===== config.mk =====
export PLATFORM = sky130hd
export DESIGN_NAME = peak_finder
export DESIGN_NICKNAME = d
export VERILOG_FILES = /design/src/rtl/peak_finder_pkg.sv /design/src/rtl/peak_finder_ts_counter.sv /design/src/rtl/peak_finder.sv
export SDC_FILE = /design/constraint.sdc
export NUM_CORES = 1
export LEC_CHECK = 0
export ABC_AREA = 0
export BUFFER_PORTS_ARGS = -buffer_cell sky130_fd_sc_hd__buf_2
export CAP_MARGIN = 20
export CORE_MARGIN = 2
export CORE_UTILIZATION = 30
export CTS_BUF_LIST = sky130_fd_sc_hd__clkbuf_4 sky130_fd_sc_hd__clkbuf_8 sky130_fd_sc_hd__clkbuf_16
export DETAILED_ROUTE_END_ITERATION = 6
export PLACE_DENSITY_LB_ADDON = 0.15
export SLEW_MARGIN = 20
export SYNTH_ARGS = -nofsm -noshare
export SYNTH_HDL_FRONTEND = slang
export SYNTH_SLANG_ARGS = --single-unit

===== constraint.sdc =====
create_clock -name clk -period 6.6 [get_ports clk]
set_clock_uncertainty 0.05 [all_clocks]
set_input_delay 0.99 -clock clk [delete_from_list [all_inputs] [get_ports clk]]
set_output_delay 0.99 -clock clk [all_outputs]
set_load 0.02 [all_outputs]

===== src/rtl/peak_finder_pkg.sv =====
// Shared types and default sizes for the filter-bank peak finder.
package peak_finder_pkg;

  localparam int SIZE_FILTER_DATA  = 16;
  localparam int TIME_W_DEFAULT    = 16;
  localparam int WIDTH_W_DEFAULT   = 8;
  localparam int HOLDOFF_DEFAULT   = 4;
  localparam int MAX_WIDTH_DEFAULT = 200;

  typedef enum logic [1:0] {
    ST_IDLE     = 2'd0,
    ST_ARMED    = 2'd1,
    ST_WAIT_LOW = 2'd2,
    ST_HOLDOFF  = 2'd3
  } peak_state_t;

  typedef struct packed {
    logic signed [SIZE_FILTER_DATA-1:0] amplitude;
    logic        [TIME_W_DEFAULT-1:0]   tstamp;
    logic        [WIDTH_W_DEFAULT-1:0]  width;
    logic                               pileup;
  } peak_event_t;

endpackage


===== src/rtl/peak_finder_ts_counter.sv =====
// Free-running timestamp counter; wraps from all-ones back to zero.
module ts_counter
  import peak_finder_pkg::*;
#(
  parameter int TIME_W = TIME_W_DEFAULT
) (
  input  logic              clk,
  input  logic              reset,
  output logic [TIME_W-1:0] o_count
);

  logic [TIME_W-1:0] r_count;

  // Count every clock, independent of detection enable
  always_ff @(posedge clk or posedge reset) begin
    if (reset) begin
      r_count <= '0;
    end else begin
      r_count <= r_count + TIME_W'(1);
    end
  end

  assign o_count = r_count;

endmodule


===== src/rtl/peak_finder.sv =====
// Pulse detector for one filter output stream: threshold trigger, peak and
// timestamp capture, width count with pile-up cut-off, dead time per event.
module peak_finder
  import peak_finder_pkg::*;
#(
  parameter int DATA_W    = SIZE_FILTER_DATA,
  parameter int TIME_W    = TIME_W_DEFAULT,
  parameter int WIDTH_W   = WIDTH_W_DEFAULT,
  parameter int HOLDOFF   = HOLDOFF_DEFAULT,
  parameter int MAX_WIDTH = MAX_WIDTH_DEFAULT
) (
  input  logic                      clk,
  input  logic                      reset,
  input  logic                      enable,
  input  logic signed [DATA_W-1:0]  threshold,
  input  logic signed [DATA_W-1:0]  input_data,
  output logic                      peak_valid,
  output logic signed [DATA_W-1:0]  peak_amplitude,
  output logic        [TIME_W-1:0]  peak_time,
  output logic        [WIDTH_W-1:0] peak_width,
  output logic                      peak_pileup,
  output logic                      busy
);

  localparam int                 HC_W       = (HOLDOFF > 1) ? $clog2(HOLDOFF) : 1;
  localparam logic [HC_W-1:0]    HOLD_LAST  = HC_W'((HOLDOFF > 0) ? HOLDOFF - 1 : 0);
  localparam logic [WIDTH_W-1:0] WIDTH_SAT  = {WIDTH_W{1'b1}};
  localparam logic [WIDTH_W-1:0] PILEUP_W   = WIDTH_W'(MAX_WIDTH);
  localparam peak_state_t        POST_EVENT = (HOLDOFF > 0) ? ST_HOLDOFF : ST_IDLE;

  typedef struct packed {
    logic signed [DATA_W-1:0]  amplitude;
    logic        [TIME_W-1:0]  tstamp;
    logic        [WIDTH_W-1:0] width;
    logic                      pileup;
  } evt_t;

  function automatic logic [WIDTH_W-1:0] sat_inc(input logic [WIDTH_W-1:0] v);
    if (v == WIDTH_SAT) begin
      return v;
    end else begin
      return v + WIDTH_W'(1);
    end
  endfunction

  logic        [TIME_W-1:0]  w_ts;
  logic signed [DATA_W-1:0]  r_d;
  logic        [TIME_W-1:0]  r_d_ts;
  peak_state_t               r_state;
  peak_state_t               w_state_nxt;
  logic signed [DATA_W-1:0]  r_thr;
  logic signed [DATA_W-1:0]  w_thr_nxt;
  logic signed [DATA_W-1:0]  r_max;
  logic signed [DATA_W-1:0]  w_max_nxt;
  logic        [TIME_W-1:0]  r_tmax;
  logic        [TIME_W-1:0]  w_tmax_nxt;
  logic        [WIDTH_W-1:0] r_width;
  logic        [WIDTH_W-1:0] w_width_nxt;
  logic        [HC_W-1:0]    r_hold;
  logic        [HC_W-1:0]    w_hold_nxt;
  logic                      w_above;
  logic                      w_emit;
  logic                      w_pileup;
  logic                      r_emit;
  evt_t                      r_evt;

  ts_counter #(.TIME_W(TIME_W)) u_ts (
    .clk     (clk),
    .reset   (reset),
    .o_count (w_ts)
  );

  // Input register; each sample carries the timestamp of its capture edge
  always_ff @(posedge clk or posedge reset) begin
    if (reset) begin
      r_d    <= '0;
      r_d_ts <= '0;
    end else begin
      r_d    <= input_data;
      r_d_ts <= w_ts;
    end
  end

  // FSM and pulse-tracking state registers
  always_ff @(posedge clk or posedge reset) begin
    if (reset) begin
      r_state <= ST_IDLE;
      r_thr   <= '0;
      r_max   <= '0;
      r_tmax  <= '0;
      r_width <= '0;
      r_hold  <= '0;
    end else begin
      r_state <= w_state_nxt;
      r_thr   <= w_thr_nxt;
      r_max   <= w_max_nxt;
      r_tmax  <= w_tmax_nxt;
      r_width <= w_width_nxt;
      r_hold  <= w_hold_nxt;
    end
  end

  // Next-state, max tracking and event decision
  always_comb begin
    w_state_nxt = r_state;
    w_thr_nxt   = r_thr;
    w_max_nxt   = r_max;
    w_tmax_nxt  = r_tmax;
    w_width_nxt = r_width;
    w_hold_nxt  = r_hold;
    w_emit      = 1'b0;
    w_pileup    = 1'b0;
    w_above     = (r_d > r_thr);
    if (!enable) begin
      w_state_nxt = ST_IDLE;
    end else begin
      case (r_state)
        ST_IDLE: begin
          if (r_d > threshold) begin
            w_thr_nxt   = threshold;
            w_max_nxt   = r_d;
            w_tmax_nxt  = r_d_ts;
            w_width_nxt = WIDTH_W'(1);
            w_state_nxt = ST_ARMED;
          end else begin
            w_state_nxt = ST_IDLE;
          end
        end
        ST_ARMED: begin
          if (w_above) begin
            // Strict compare keeps the earliest timestamp on a plateau
            if (r_d > r_max) begin
              w_max_nxt  = r_d;
              w_tmax_nxt = r_d_ts;
            end else begin
              w_max_nxt  = r_max;
              w_tmax_nxt = r_tmax;
            end
            w_width_nxt = sat_inc(r_width);
            if (w_width_nxt == PILEUP_W) begin
              w_emit      = 1'b1;
              w_pileup    = 1'b1;
              w_state_nxt = ST_WAIT_LOW;
            end else begin
              w_state_nxt = ST_ARMED;
            end
          end else begin
            w_emit      = 1'b1;
            w_hold_nxt  = '0;
            w_state_nxt = POST_EVENT;
          end
        end
        ST_WAIT_LOW: begin
          if (w_above) begin
            w_state_nxt = ST_WAIT_LOW;
          end else begin
            w_hold_nxt  = '0;
            w_state_nxt = POST_EVENT;
          end
        end
        ST_HOLDOFF: begin
          if (r_hold == HOLD_LAST) begin
            w_state_nxt = ST_IDLE;
          end else begin
            w_hold_nxt  = r_hold + HC_W'(1);
            w_state_nxt = ST_HOLDOFF;
          end
        end
        default: begin
          w_state_nxt = ST_IDLE;
        end
      endcase
    end
  end

  // Event staging: capture the decided fields one edge before the strobe
  always_ff @(posedge clk or posedge reset) begin
    if (reset) begin
      r_emit <= 1'b0;
      r_evt  <= '0;
    end else begin
      r_emit <= w_emit;
      if (w_emit) begin
        r_evt.amplitude <= w_max_nxt;
        r_evt.tstamp    <= w_tmax_nxt;
        r_evt.width     <= w_width_nxt;
        r_evt.pileup    <= w_pileup;
      end
    end
  end

  // Registered outputs; event fields hold until the next strobe
  always_ff @(posedge clk or posedge reset) begin
    if (reset) begin
      peak_valid     <= 1'b0;
      peak_amplitude <= '0;
      peak_time      <= '0;
      peak_width     <= '0;
      peak_pileup    <= 1'b0;
      busy           <= 1'b0;
    end else begin
      peak_valid <= r_emit;
      if (r_emit) begin
        peak_amplitude <= r_evt.amplitude;
        peak_time      <= r_evt.tstamp;
        peak_width     <= r_evt.width;
        peak_pileup    <= r_evt.pileup;
      end
      busy <= (w_state_nxt != ST_IDLE);
    end
  end

endmodule


==> results_dict.tcl <==
set metrics [dict create \
    synth_nets 1033 \
    synthesis.area_per_instance_um2 10.1 \
    drt_first_iter_violations 529 \
    utilization_pct 34.3 \
    fin_area_um2 10800 \
    synth-async-reset-ratio_pct 100 \
    nNetsFinal 1083 \
    p_leak_nw 4.99 \
    num_vias 7084 \
    antenna_found_initial 0 \
    worstPathRequired_ns 6.92 \
    path_buf_inv 3 \
    fillCellCount 3209 \
    max_slew_margin_pct 38.2 \
    cellPowerDensity_nw_per_um2 366 \
    worstSetupStartpoint "threshold[15]" \
    num_rows 65 \
    max_freq_ghz 0.241 \
    worst-path-stages 12 \
    grt_pass1_wl_mm 39.5 \
    start_util_pct 30.2 \
    drc 0 \
    port_buffers 77 \
    hold_slack_ns 0.358 \
    die_h_um 182 \
    synthFlopType "dfrtp_1" \
    clock_tree.buffer_depth 2 \
    period_needed_ns 4.15 \
    hold_depth 0 \
    layout_common_cells "192 x dfrtp_1, 108 x nand2_1, 96 x o21ai_0, 90 x a21oi_1, 77 x buf_2" \
    arrival_ns 4.46 \
    drv_slew 0 \
    post_cts_buffers 0 \
    insertion_delay_ns 0.45 \
    multi_input_area_um2 4220 \
    dp_slack_ns 1.93 \
    ys_types 58 \
    antenna_cells 0 \
    crit_top_cell "a21oi_1" \
    via_per_inst 5.04 \
    die-area_um2 33100 \
    cts_tree "built" \
    firstDrtPassIters 5 \
    min_period_over_period_pct 62.8 \
    rsz0062_at_grt "no" \
    r2r-start "r_d[15]" \
    routed_wl_mm 24.2 \
    ys_seq_area_share_pct 50.9 \
    antenna_left 0 \
    cp-start-kind "primary input" \
    worstPathMaxFanout 66 \
    cp_top_family "simple AND/OR/NAND/NOR gates" \
    coreArea_um2 31400 \
    drive_above_1_share_pct 17.0 \
    synth_edf_count 0 \
    hold_buffers 0 \
    max_slew.worst_pin.slew_ns 0.924 \
    synthToLayoutAreaGrowth_pct 13.6 \
    cts.sinks 193 \
    cp-end-kind "flip-flop" \
    ys_ff_latch 193 \
    die_x_um 182 \
    wire_per_inst_um 17.2 \
    synth_area_um2 9490 \
    place_congestion 0.744 \
    cts_resized 0 \
    path_class "primary input to flip-flop" \
    grt_start_max_net_pins 137 \
    htree_levels 4 \
    drv_cap 0 \
    finalSetupTns_ns 0 \
    finalSetupViolations 0 \
    synth_warnings 0 \
    track_usage_pct 15.2 \
    status "complete, no violations" \
    cts_root_buf "clkbuf_16" \
    cp_slowest_stage_delay_ns 0.78 \
    reg2reg_depth 10 \
    top_level_ports 78 \
    first_global_vias 6990 \
    hold_class "flip-flop to flip-flop" \
    fin_ws_ns 2.45 \
    numCtsBuffers 17 \
    clk_pin_slew_ns 0.08 \
    hold_viol 0 \
    ir_drop_mv 0.204 \
    path_cells "buf_2 > inv_1 > ha_1 > nand4_2 > or4_1 > a21oi_1 > nor4_1 > nor4b_4 > buf_4 > nand2b_2 > a21oi_1 > o21ai_0" \
    detailed_place_hpwl_mm 15.1 \
    dpl_cell_area_um2 10200 \
    layout_commonest_cell "dfrtp_1" \
    critPathSlowestCell "nand2b_2" \
    ff_latch_area_um2 4830 \
    min_from "u_ts.o_count[15]" \
    grt_overflow 0 \
    synthCells 943 \
]
-- final cells by class --
class	instances	share of cell area, %
clock buffer	17	3.95
clock inverter	13	1.17
inverter	57	2.05
multi-input combinational	640	39.1
sequential	193	44.8
tap	402	4.66
timing repair buffer	84	4.25
-- layer usage --
layer / global-route usage, % / routed length [µm]
met4: 3.52 / 221
met3: 2.57 / 625
met1: 22.3 / 12600
met2: 23.3 / 10800
met5: 0 / 0
-- stage by stage --
| stage | cells | total power, mW |
|---|---|---|
| 3_5_place_dp | 1375 | 2.98 |
| 4_1_cts | 1405 | 4.00 |
| 2_1_floorplan | 943 | 2.59 |
| 6_report | 1406 | 3.95 |
| 5_1_grt | 1406 | 4.24 |
| 3_3_place_gp | 1375 | 2.96 |
-- sequential cells by signal, summed over array words and instances (netlist names), 8 cells and up --
register / cells
u_ts.o_count: 16
r_d_ts: 16
peak_width: 8
peak_time: 16
r_width: 8
peak_amplitude: 16
r_evt: 41
r_thr: 16
r_d: 16
r_max: 16
r_tmax: 16
-- path summary, 6_finish.rpt --
| kind | slack [ns] | end |
|---|---|---|
| setup / recovery | 2.45 | r_evt[35] |
| min in group asynchronous | 0.49 | r_d[15] |
| setup reg to reg | 2.54 | r_evt[35] |
| max in group asynchronous | 4.42 | r_tmax[3] |
| hold reg to reg | 0.36 | r_d_ts[15] |
| hold / removal | 0.36 | r_d_ts[15] |
-- logic make-up (layout without fill, tap and decap cells) --
kind of cell	Yosys count	count (layout)	synth area share (%)
compound gates	319	319	20.2
simple gates	207	207	10.2
flops	193	193	50.9
buf+inv	110	171	4.78
fa+ha+maj	55	55	7.25
mux	45	45	5.32
xor+xnor	14	14	1.29
-- cell usage after synthesis, drive strengths merged, types with 7 or more instances --
master	n	area, µm²
nand2	108	405
nand3	13	65.1
inv	57	214
nor2	28	105
buf	20	115
o31ai	7	52.6
nand4	15	100
a2bb2oi	33	289
a31oi	10	62.6
o21ai	122	614
clkbuf	33	125
a21o	7	52.6
dfrtp	193	4830
ha	55	688
xnor2	8	70.1
a21oi	90	450
a22oi	28	210
mux2	44	495
-- report_power, final --
| group | switching, mW | internal, mW |
|---|---|---|
| Combinational | 0.729 | 0.492 |
| Clock | 0.505 | 0.495 |
| Sequential | 0.247 | 1.48 |
-- worst register-to-register path, stage by stage (launching register included) --
cell and delay [ns]:
dfrtp_1 0.51, ha_1 0.39, nand4_2 0.16, or4_1 0.56
a21oi_1 0.19, nor4_1 0.11, nor4b_4 0.24, buf_4 0.61
nand2b_2 0.80, a21oi_1 0.17, o21ai_0 0.20
No activity file was read; power rests on OpenSTA's default activity.
